[src/rtl/apb_cmd_master_if.sv]
// Bundle of command, response and APB signals for apb_cmd_master.
// The master modport is the initiator's view; slave is the opposite side.
interface apb_cmd_master_if #(
  parameter int ADDR_WIDTH = 5
);
  logic                  cmd_valid;
  logic                  cmd_ready;
  logic                  cmd_write;
  logic [ADDR_WIDTH-1:0] cmd_addr;
  logic [31:0]           cmd_wdata;

  logic                  rsp_valid;
  logic                  rsp_ready;
  logic [31:0]           rsp_rdata;
  logic                  rsp_err;
  logic                  rsp_timeout;

  logic                  PSEL;
  logic                  PENABLE;
  logic [ADDR_WIDTH-1:0] PADDR;
  logic                  PWRITE;
  logic [31:0]           PWDATA;
  logic [31:0]           PRDATA;
  logic                  PREADY;
  logic                  PSLVERR;

  modport master (
    input  cmd_valid, cmd_write, cmd_addr, cmd_wdata, rsp_ready,
    input  PRDATA, PREADY, PSLVERR,
    output cmd_ready, rsp_valid, rsp_rdata, rsp_err, rsp_timeout,
    output PSEL, PENABLE, PADDR, PWRITE, PWDATA
  );

  modport slave (
    output cmd_valid, cmd_write, cmd_addr, cmd_wdata, rsp_ready,
    output PRDATA, PREADY, PSLVERR,
    input  cmd_ready, rsp_valid, rsp_rdata, rsp_err, rsp_timeout,
    input  PSEL, PENABLE, PADDR, PWRITE, PWDATA
  );
endinterface

[src/rtl/apb_cmd_master.sv]
// APB3 initiator: one valid/ready command becomes one APB transfer, answered
// by one response carrying read data, slave error and timeout status.
module apb_cmd_master #(
  parameter int ADDR_WIDTH = 5,
  parameter int TIMEOUT    = 255
) (
  input logic               PCLK,
  input logic               PRESETn,
  apb_cmd_master_if.master  bus
);

  typedef enum logic [1:0] {IDLE, SETUP, ACCESS, RESP} state_t;

  localparam int CW = (TIMEOUT > 0) ? $clog2(TIMEOUT + 1) : 1;
  localparam logic [CW-1:0] WAIT_LAST = (TIMEOUT > 0) ? CW'(TIMEOUT - 1) : '0;
  localparam logic [CW-1:0] WAIT_MAX  = '1;

  state_t                state_q;
  logic                  psel_q;
  logic                  penable_q;
  logic [ADDR_WIDTH-1:0] paddr_q;
  logic                  pwrite_q;
  logic [31:0]           pwdata_q;
  logic                  rsp_valid_q;
  logic [31:0]           rsp_rdata_q;
  logic                  rsp_err_q;
  logic                  rsp_timeout_q;
  logic [CW-1:0]         wait_q;
  logic [CW-1:0]         wait_d;
  logic                  timeout_hit;

  always_comb begin
    wait_d = (wait_q == WAIT_MAX) ? wait_q : wait_q + CW'(1);
  end

  // Compared against the pre-increment count, so the abort lands on the
  // TIMEOUT-th low-PREADY access cycle.
  assign timeout_hit = (TIMEOUT != 0) && (wait_q == WAIT_LAST);

  always_ff @(posedge PCLK or negedge PRESETn) begin
    if (!PRESETn) begin
      state_q       <= IDLE;
      psel_q        <= 1'b0;
      penable_q     <= 1'b0;
      paddr_q       <= '0;
      pwrite_q      <= 1'b0;
      pwdata_q      <= '0;
      rsp_valid_q   <= 1'b0;
      rsp_rdata_q   <= '0;
      rsp_err_q     <= 1'b0;
      rsp_timeout_q <= 1'b0;
      wait_q        <= '0;
    end else begin
      case (state_q)
        IDLE: begin
          if (bus.cmd_valid) begin
            paddr_q   <= {bus.cmd_addr[ADDR_WIDTH-1:2], 2'b00};
            pwrite_q  <= bus.cmd_write;
            pwdata_q  <= bus.cmd_write ? bus.cmd_wdata : 32'd0;
            psel_q    <= 1'b1;
            penable_q <= 1'b0;
            state_q   <= SETUP;
          end
        end
        SETUP: begin
          penable_q <= 1'b1;
          wait_q    <= '0;
          state_q   <= ACCESS;
        end
        ACCESS: begin
          if (bus.PREADY) begin
            rsp_rdata_q   <= (pwrite_q || bus.PSLVERR) ? 32'd0 : bus.PRDATA;
            rsp_err_q     <= bus.PSLVERR;
            rsp_timeout_q <= 1'b0;
            rsp_valid_q   <= 1'b1;
            psel_q        <= 1'b0;
            penable_q     <= 1'b0;
            state_q       <= RESP;
          end else begin
            wait_q <= wait_d;
            if (timeout_hit) begin
              psel_q        <= 1'b0;
              penable_q     <= 1'b0;
              rsp_err_q     <= 1'b1;
              rsp_timeout_q <= 1'b1;
              rsp_rdata_q   <= 32'd0;
              rsp_valid_q   <= 1'b1;
              state_q       <= RESP;
            end
          end
        end
        RESP: begin
          if (bus.rsp_ready) begin
            rsp_valid_q <= 1'b0;
            state_q     <= IDLE;
          end
        end
        default: state_q <= IDLE;
      endcase
    end
  end

  assign bus.cmd_ready   = (state_q == IDLE);
  assign bus.rsp_valid   = rsp_valid_q;
  assign bus.rsp_rdata   = rsp_rdata_q;
  assign bus.rsp_err     = rsp_err_q;
  assign bus.rsp_timeout = rsp_timeout_q;
  assign bus.PSEL        = psel_q;
  assign bus.PENABLE     = penable_q;
  assign bus.PADDR       = paddr_q;
  assign bus.PWRITE      = pwrite_q;
  assign bus.PWDATA      = pwdata_q;

endmodule

[src/flat_wrapper.sv]
// flat-port wrapper written by rule: the top's interface ports become plain ports
module apb_cmd_master_flat 
#(
  parameter int ADDR_WIDTH = 5,
  parameter int TIMEOUT    = 255
)
  (PCLK, PRESETn, bus_cmd_valid, bus_cmd_write, bus_cmd_addr, bus_cmd_wdata, bus_rsp_ready, bus_PRDATA, bus_PREADY, bus_PSLVERR, bus_cmd_ready, bus_rsp_valid, bus_rsp_rdata, bus_rsp_err, bus_rsp_timeout, bus_PSEL, bus_PENABLE, bus_PADDR, bus_PWRITE, bus_PWDATA);
  apb_cmd_master_if #(.ADDR_WIDTH(ADDR_WIDTH)) bus_i ();
  input logic PCLK;
  input logic PRESETn;
  input wire logic [$bits(bus_i.cmd_valid)-1:0] bus_cmd_valid;
  input wire logic [$bits(bus_i.cmd_write)-1:0] bus_cmd_write;
  input wire logic [$bits(bus_i.cmd_addr)-1:0] bus_cmd_addr;
  input wire logic [$bits(bus_i.cmd_wdata)-1:0] bus_cmd_wdata;
  input wire logic [$bits(bus_i.rsp_ready)-1:0] bus_rsp_ready;
  input wire logic [$bits(bus_i.PRDATA)-1:0] bus_PRDATA;
  input wire logic [$bits(bus_i.PREADY)-1:0] bus_PREADY;
  input wire logic [$bits(bus_i.PSLVERR)-1:0] bus_PSLVERR;
  output wire logic [$bits(bus_i.cmd_ready)-1:0] bus_cmd_ready;
  output wire logic [$bits(bus_i.rsp_valid)-1:0] bus_rsp_valid;
  output wire logic [$bits(bus_i.rsp_rdata)-1:0] bus_rsp_rdata;
  output wire logic [$bits(bus_i.rsp_err)-1:0] bus_rsp_err;
  output wire logic [$bits(bus_i.rsp_timeout)-1:0] bus_rsp_timeout;
  output wire logic [$bits(bus_i.PSEL)-1:0] bus_PSEL;
  output wire logic [$bits(bus_i.PENABLE)-1:0] bus_PENABLE;
  output wire logic [$bits(bus_i.PADDR)-1:0] bus_PADDR;
  output wire logic [$bits(bus_i.PWRITE)-1:0] bus_PWRITE;
  output wire logic [$bits(bus_i.PWDATA)-1:0] bus_PWDATA;
  assign bus_i.cmd_valid = bus_cmd_valid;
  assign bus_i.cmd_write = bus_cmd_write;
  assign bus_i.cmd_addr = bus_cmd_addr;
  assign bus_i.cmd_wdata = bus_cmd_wdata;
  assign bus_i.rsp_ready = bus_rsp_ready;
  assign bus_i.PRDATA = bus_PRDATA;
  assign bus_i.PREADY = bus_PREADY;
  assign bus_i.PSLVERR = bus_PSLVERR;
  assign bus_cmd_ready = bus_i.cmd_ready;
  assign bus_rsp_valid = bus_i.rsp_valid;
  assign bus_rsp_rdata = bus_i.rsp_rdata;
  assign bus_rsp_err = bus_i.rsp_err;
  assign bus_rsp_timeout = bus_i.rsp_timeout;
  assign bus_PSEL = bus_i.PSEL;
  assign bus_PENABLE = bus_i.PENABLE;
  assign bus_PADDR = bus_i.PADDR;
  assign bus_PWRITE = bus_i.PWRITE;
  assign bus_PWDATA = bus_i.PWDATA;
  apb_cmd_master #(.ADDR_WIDTH(ADDR_WIDTH), .TIMEOUT(TIMEOUT)) u_core (.PCLK(PCLK), .PRESETn(PRESETn), .bus(bus_i));
endmodule
[config.mk]
export PLATFORM = sky130hd
export DESIGN_NAME = apb_cmd_master_flat
export DESIGN_NICKNAME = d
export VERILOG_FILES = /design/src/rtl/apb_cmd_master_if.sv /design/src/rtl/apb_cmd_master.sv /design/src/flat_wrapper.sv
export SDC_FILE = /design/constraint.sdc
export NUM_CORES = 1
export LEC_CHECK = 0
export ABC_AREA = 1
export BUFFER_PORTS_ARGS = -buffer_cell sky130_fd_sc_hd__buf_2
export CAP_MARGIN = 25
export CORE_UTILIZATION = 30
export CTS_CLUSTER_SIZE = 14
export DETAILED_ROUTE_END_ITERATION = 16
export PLACE_DENSITY = 0.62
export SETUP_SLACK_MARGIN = 0.15
export SYNTH_ARGS = -nofsm -noshare
export SYNTH_HDL_FRONTEND = slang
export SYNTH_SLANG_ARGS = --single-unit
[constraint.sdc]
create_clock -name PCLK -period 2 [get_ports PCLK]
set_clock_uncertainty 0.05 [all_clocks]
set_input_delay 0.2 -clock PCLK [delete_from_list [all_inputs] [get_ports PCLK]]
set_output_delay 0.2 -clock PCLK [all_outputs]
set_load 0.05 [all_outputs]
* Yosys cells after proc, flatten, opt, wreduce, memory -nomap -nowiden *
Index checks and enable logic that the tools add are counted.

storage, ports and cells
  bits in registers = 83
  input bits = 76
  output and inout bits = 76

operators by class
  add/subtract/negate cells = 1
  equality and inequality tests = 10
  mux-type cells = 24
  reductions and logical operators = 14

operators with widths
  cell                 count
  $mux 32              4
  $eq 8x8->1 const B   2
  $mux 8               2
  $pmux 8 s2           1
  $reduce_and 3->1     5
  $mux 1               9
  $add 8x1->8 const B  1
  $mux 2               4
  $ne 2x2->1 const B   4
  $pmux 2 s4           1
  $reduce_bool 2->1    4
  $eq 2x2->1 const B   2
  $pmux 1 s2           2
  $reduce_and 2->1     2
  $ne 3x2->1 const B   1
  $pmux 1 s3           1
  $reduce_bool 3->1    1
  $eq 2x1->1 const B   1
  $logic_not 2->1      1
  $logic_or 1x1->1     1

* Logic depth before layout (Yosys ltp) *
Gate-level depths: netlist of the first run.

  depth after elaboration = 4
  mapped depth = 10
  mapped depth without buffers = 10

* Worst setup path after synthesis of the first run *
No wires, ideal clock.

  path kind = reg2reg
  from = register u_core.state_q[0]
  to = register u_core.pwdata_q[25] (netlist: u_core.bus.PWDATA[25])
  arrival = 1690 ps
  required time = 1815 ps
  path slack = 126 ps
  stages on the path, launching flop included = 8
  clock period less this slack = 1874 ps
  cell sequence = dfrtp_1 -> inv_1 -> ha_1 -> nand2_1 -> clkbuf_1 -> buf_2 -> nand2_1 -> o21ai_0

on the way
  word-level cells in the longest chain between the ends = 2

ends and longest elaborated chain
  item                        line                  source
  from (decl)                 apb_cmd_master.sv:18  state_t state_q;
  from (signal assigned)      apb_cmd_master.sv:42  state_q <= IDLE;
  from (signal assigned)      apb_cmd_master.sv:62  state_q <= SETUP;
  from (signal assigned)      apb_cmd_master.sv:68  state_q <= ACCESS;
  $logic_not 2->1             n/a
  via bus_cmd_ready           flat_wrapper.sv:19    output wire logic [$bits(bus_i.cmd_ready)-1:0] bus_cmd_ready;
  $reduce_and 2->1 (no line)  n/a
  to (signal assigned)        apb_cmd_master.sv:59  pwdata_q <= bus.cmd_write ? bus.cmd_wdata : 32'd0;
  to (decl)                   apb_cmd_master.sv:23  logic [31:0] pwdata_q;

The timed path passes the listed nets, and every way through them passes these cells.
A chain may end at the register's enable or synchronous reset.

* Final worst setup path of the first run *
  from = register u_core.wait_q[0]
  to = register u_core.rsp_timeout_q (netlist: u_core.bus.rsp_timeout)

on the way
  word-level cells in the longest chain between the ends = 3

ends and longest elaborated chain
  item                         line                  source
  from (decl)                  apb_cmd_master.sv:28  logic [CW-1:0] wait_q;
  from (signal assigned)       apb_cmd_master.sv:80  wait_q <= wait_d;
  $eq 8x8->1                   apb_cmd_master.sv:38  assign timeout_hit = (TIMEOUT != 0) && (wait_q == WAIT_LAST);
  $reduce_bool 2->1 (no line)  n/a
  $reduce_and 2->1 (no line)   n/a
  to (signal assigned)         apb_cmd_master.sv:51  rsp_timeout_q <= 1'b0;
  to (signal assigned)         apb_cmd_master.sv:74  rsp_timeout_q <= 1'b0;
  to (signal assigned)         apb_cmd_master.sv:85  rsp_timeout_q <= 1'b1;
  to (decl)                    apb_cmd_master.sv:27  logic rsp_timeout_q;

No other way between the ends.

==> results of run 1 <==
## per-stage QoR
| stage | cells | instance area, sq um |
|---|---|---|
| floorplan | 427 | 3670 |
| global placement | 704 | 4530 |
| detailed placement | 704 | 4530 |
| CTS | 724 | 4890 |
| global route | 724 | 4900 |
| finish | 724 | 4900 |
## state kept, by name, summed over array words and instances, names as in the netlist, 2 cells and up
| signal | cells |
|---|---|
| u_core.bus.PWDATA | 32 |
| u_core.bus.rsp_rdata | 32 |
| u_core.wait_q | 8 |
| u_core.bus.PADDR | 3 |
| u_core.state_q | 2 |
## cells in the final DEF, fill, tap and decap left out, drive strengths merged, types with 3 or more instances in the layout
cell type    instances
a21oi                3
buf                152
clkbuf              10
dfrtp               83
dlygate4sd3          4
ha                   8
inv                 21
nand2              188
nand3               40
nand4                3
nor2                14
o21ai               39
## cell type report
type	instances	share of cell area [%]
multi-input combinational	302	28.2
timing repair buffer	156	17.4
clock buffer	10	4.88
clock inverter	6	1.76
inverter	20	1.53
sequential	83	42.4
tap	147	3.76
## cell families (layout without fill, tap and decap cells)
group | count (synthesis) | after routing | synth area share [%]
AO/OA/AOI/OAI | 42 | 42 | 6.35
other | 1 | 2 | 0.102
XOR/XNOR | 2 | 2 | 0.478
adder cells (fa/ha/maj) | 8 | 8 | 2.73
flip-flops | 83 | 83 | 56.6
buffers and inverters | 42 | 192 | 5.97
AND/OR/NAND/NOR | 248 | 248 | 27.7
## final timing paths
check / startpoint / end / slack, ns / depth (start not counted)
worst max register to register: u_core.wait_q[0] / u_core.bus.rsp_timeout / 0.35 / 9
min in group asynchronous: PRESETn / u_core.state_q[1] / 0.31 / 2
max in group asynchronous: PRESETn / u_core.bus.rsp_rdata[17] / 0.96 / 3
worst max-delay path: u_core.wait_q[0] / u_core.bus.rsp_timeout / 0.35 / 9
worst min register to register: u_core.bus.rsp_rdata[26] / u_core.bus.rsp_rdata[26] / 0.41 / 2
worst min-delay path: bus_PRDATA[17] / u_core.bus.rsp_rdata[17] / 0.04 / 3
## what timing repair did
item / 4_1_cts / 5_1_grt
endpoints found under the setup margin: 0 / 2
resized for setup: 0 / 1
hold endpoints to repair: 40 / 0
buffers inserted: 0 / 0
hold buffers: 4 / 0
## tightest hold or removal path, cell delays in order
cell     delay, ns
buf_2         0.07
nand3_1       0.06
nand2_1       0.06
## power breakdown
part | total [mW] | leakage, nW | internal [mW] | switching, mW
Sequential | 2.68 | 1.09 | 2.32 | 0.358
Clock | 1.81 | 0.159 | 1.13 | 0.680
Combinational | 4.37 | 1.48 | 0.962 | 3.41
## routing by layer
metal	global-route usage, %	up-vias	wire length [microns]
met3	5.18	12	729
li1	-	1628	-
met2	23.8	133	4060
met4	7.38	0	165
met1	16.8	1458	3820
met5	0	-	0
==> results_dict.tcl, run 1 <==
set metrics [dict create \
    ir_worst_vdd_mv 0.954 \
    grt_pass1_wl_mm 14.4 \
    synthTopCellsByArea "dfrtp_1, nand2_1, nand3_1" \
    setup_ws_ns 0.351 \
    netlist_instances 426 \
    fill_cells 1217 \
    pre_cts_ws_ns 0.297 \
    grt_overflow_total 0 \
    worst_slew_pin_slew_ns 0.576 \
    power_mw 8.86 \
    path_clk_slew_ns 0.06 \
    avgSynthCellArea_sq_um 8.61 \
    initial_utilization_pct 30.7 \
    min_period_over_period_pct 82.4 \
    drv_slew 0 \
    vias_per_cell 4.46 \
    dpl.hpwl_mm 6.09 \
    rsz0062_at_grt "false" \
    grt_start_max_net_pins 53 \
    num_vias 3231 \
    cpPeakStageDelay_ns 0.40 \
    critical_path.slowest_cell "dfrtp_1" \
    synth_warnings 0 \
    worstPathRequired_ns 2.16 \
    p_per_area_nw_per_um2 1810 \
    regArea_sq_um 2080 \
    outcome "finished, final reports clean" \
    synth-edff-count 0 \
    cts_root_buf "clkbuf_16" \
    port_buffers 147 \
    synth_commonest_cells "nand2_1, dfrtp_1, nand3_1" \
    cp_num_buf_inv 3 \
    place_congestion 0.819 \
    grt_pass1_vias 3078 \
    cts.path.max_buffers 2 \
    worstSetupStartpointType "flop" \
    dieArea_sq_um 12700 \
    wirelength_mm 8.77 \
    hold_viol 0 \
    tns_ns 0 \
    hp-class "primary input to flop" \
    grt_usage_pct 14.5 \
    die_height_microns 113 \
    cts_tree "done" \
    relSlewSlack_pct 61.6 \
    crit_family "buffers and inverters" \
    fp.dieW_microns 113 \
    io_pins 152 \
    synth.ff_latch_count 83 \
    synth_top_area_share_pct 56.6 \
    synth_cell_types 24 \
    netlist_area_sq_um 3670 \
    cts_htree_levels 3 \
    p_leak_nw 2.73 \
    cp-end-kind "flop" \
    n_antenna_cell 0 \
    drt-initial-drc-count 161 \
    core_region_area_sq_um 12000 \
    antenna_found_initial 0 \
    wire_per_inst_microns 12.1 \
    synth_top_area_cell "dfrtp_1" \
    yosysMostFrequentCell "nand2_1" \
    postRouteAntennaNets 0 \
    drive_above_1_share_pct 31.0 \
    critPathMaxFanout 35 \
    synthToLayoutAreaGrowth_pct 33.5 \
    dr.pass1.iters 4 \
    yosysSeqAreaShare_pct 56.6 \
    critical_path_class "flop to flop" \
    final_nets 656 \
    synth-async-reset-ratio_pct 100 \
    multi_input_area_sq_um 1380 \
    drc 0 \
    ys.flop_type "dfrtp_1" \
    cts_made_buffers 9 \
    worstPathArrival_ns 1.80 \
    clock_latency_ns 0.34 \
    max_freq_ghz 0.607 \
    crit_chain "inv_1 > ha_1 > inv_1 > nor2_1 > nand2_1 > nand2_1 > nand2_2 > buf_4 > o21ai_0" \
    finalSetupViolations 0 \
    final.min_clock_period_ns 1.65 \
    hold_ws_ns 0.0364 \
    max_cap_viol_count 0 \
    cts_sinks 83 \
    core.rowCount 40 \
    post-route-util_pct 40.9 \
]
Note: power is estimated with default switching activity, not from simulation.
==> run 2: changes to the inputs <==
==> constraint.sdc (replaced) <==
create_clock -name PCLK -period 1.65 [get_ports PCLK]
set_clock_uncertainty 0.05 [all_clocks]
set_input_delay 0.165 -clock PCLK [delete_from_list [all_inputs] [get_ports PCLK]]
set_output_delay 0.165 -clock PCLK [all_outputs]
set_load 0.05 [all_outputs]
==> run 2 against run 1 <==
Die area unchanged. Total power up 30%. Fmax grew 5.8%. Largest power group unchanged. Highest routed layer unchanged. Critical endpoint is now u_core.bus.rsp_rdata[16]. Final cell count increased by 3.3%. Register-to-register slack worse by 0.26 ns. Global-route usage about the same.
==> results_dict.tcl, run 2 (synthesis results as in run 1) <==
set metrics [dict create \
    hold_viol 0 \
    io_pins 152 \
    critical_path.slowest_cell "dfrtp_1" \
    final_cell_mix "nand2_1, buf_2, dfrtp_1" \
    num_vias 3411 \
    dpl.hpwl_mm 6.05 \
    dieArea_sq_um 12700 \
    grt_pass1_wl_mm 14.6 \
    reg2reg_to "u_core.bus.rsp_rdata[16]" \
    grt_overflow_total 0 \
    worstSetupStartpoint "u_core.state_q[0]" \
    relSlewSlack_pct 63.2 \
    p_leak_nw 2.92 \
    wire_per_inst_microns 13.7 \
    die_height_microns 113 \
    critical_path_class "flop to flop" \
    crit_chain "inv_2 > ha_4 > inv_4 > nor3_4 > buf_12 > clkbuf_16 > nand3_1 > nand2_1" \
    critPathMaxFanout 16 \
    crit_family "buffers and inverters" \
    cts_root_buf "clkbuf_16" \
    rr_worst_depth 8 \
    place_inst 706 \
    cts_made_buffers 9 \
    cts_tree "done" \
    cts_sinks 83 \
    critPathCapture "u_core.bus.rsp_rdata[16]" \
    grt_pass1_vias 3027 \
    wirelength_mm 10.2 \
    grt_start_max_net_pins 84 \
    rsz0062_at_grt "true" \
    hold_depth 3 \
    timing.rr.start "u_core.state_q[0]" \
    post-route-util_pct 45.3 \
    postRouteAntennaNets 0 \
    power_mw 11.5 \
    final_nets 680 \
    outcome "finished, final reports clean" \
    finalSetupViolations 0 \
    cts.path.max_buffers 2 \
    r2r_slack_ns 0.09 \
    drt-initial-drc-count 195 \
    cts_htree_levels 3 \
    initial_utilization_pct 30.7 \
    port_buffers 147 \
    core_region_area_sq_um 12000 \
    vias_per_cell 4.56 \
    worst_slew_pin_slew_ns 0.552 \
    cp-end-kind "flop" \
    place_congestion 0.774 \
    min_period_over_period_pct 94.4 \
    final_common_cell "nand2_1" \
    max_freq_ghz 0.642 \
    ir_worst_vdd_mv 0.987 \
    n_antenna_cell 0 \
    grt_usage_pct 14.6 \
    worstPathRequired_ns 1.87 \
    pre_cts_ws_ns 0.0523 \
    antenna_found_initial 0 \
    p_per_area_nw_per_um2 2130 \
    drc 0 \
    path_clk_slew_ns 0.06 \
    worstPathArrival_ns 1.78 \
    worstSetupStartpointType "flop" \
    cp_num_buf_inv 4 \
    max_cap_viol_count 0 \
    final.min_clock_period_ns 1.56 \
    hp-class "primary input to flop" \
    fp.dieW_microns 113 \
    clock_latency_ns 0.34 \
    core.rowCount 40 \
    path_depth 8 \
    synthToLayoutAreaGrowth_pct 47.8 \
    drive_above_1_share_pct 39.3 \
    dr.pass1.iters 4 \
    drv_slew 0 \
    stdcell_count 748 \
    tns_ns 0 \
    setup_ws_ns 0.0922 \
    cpPeakStageDelay_ns 0.39 \
]
[run 2: worst register-to-register path, delay by kind of cell (launching register included)]
family	cells	cell delay [ns]
buffers and inverters	4	0.49
and+or+nand+nor	3	0.40
adders and majority gates	1	0.17
DFF	1	0.39
[run 2: metal layers]
metal  wire length (microns)  GRT usage [%]  share of wire, %  vias up
met4                     250           8.00               2.4        0
li1                        -              -                 -     1691
met2                    4950           22.8                48      112
met3                     500           3.51               4.9       20
met5                       0              0                 0        -
met1                    4530           18.6                44     1588
[run 2: how the worst min path moves through the flow]
stage / start / endpoint
after floorplan: PRESETn / u_core.bus.PADDR[2]
after global placement: PRESETn / u_core.bus.rsp_err
after detailed placement: PRESETn / u_core.bus.rsp_rdata[26]
after CTS: bus_PRDATA[12] / u_core.bus.rsp_rdata[12]
after global routing: bus_PRDATA[2] / u_core.bus.rsp_rdata[2]
final: bus_PRDATA[12] / u_core.bus.rsp_rdata[12]
[run 2: through the flow]
| stage | hold WS (ns) | area [sq um] |
|---|---|---|
| after CTS | 0.000182 | 5060 |
| final | 0.0119 | 5420 |
| after global placement | 0.184 | 4580 |
| after global routing | 0.0167 | 5420 |
| after floorplan | -0.181 | 3690 |
| after detailed placement | 0.185 | 4580 |
[run 2: cell type report]
class	instances	area, sq um
fillers	1188	6540
well taps	147	184
clock buffers	12	246
flip-flops and latches	83	2080
multi-input cells	303	1550
repair buffers	179	1200
clock inverters	4	73.8
inverters	20	81.3
[run 2: where the power goes]
group          switching (mW)  leakage, nW  internal [mW]  total, mW
registers               0.471         1.09           2.82       3.29
clock network           0.809        0.157           1.37       2.18
logic                    4.43         1.67           1.63       6.06
[run 2: what timing repair did]
item                                    CTS  global route
resized for setup                         6            53
hold buffers                             12             0
pin swaps                                 1             5
endpoints found under the hold margin    94             0
buffers inserted                          2             3
cloned                                    1             8
endpoints found under the setup margin   14            53
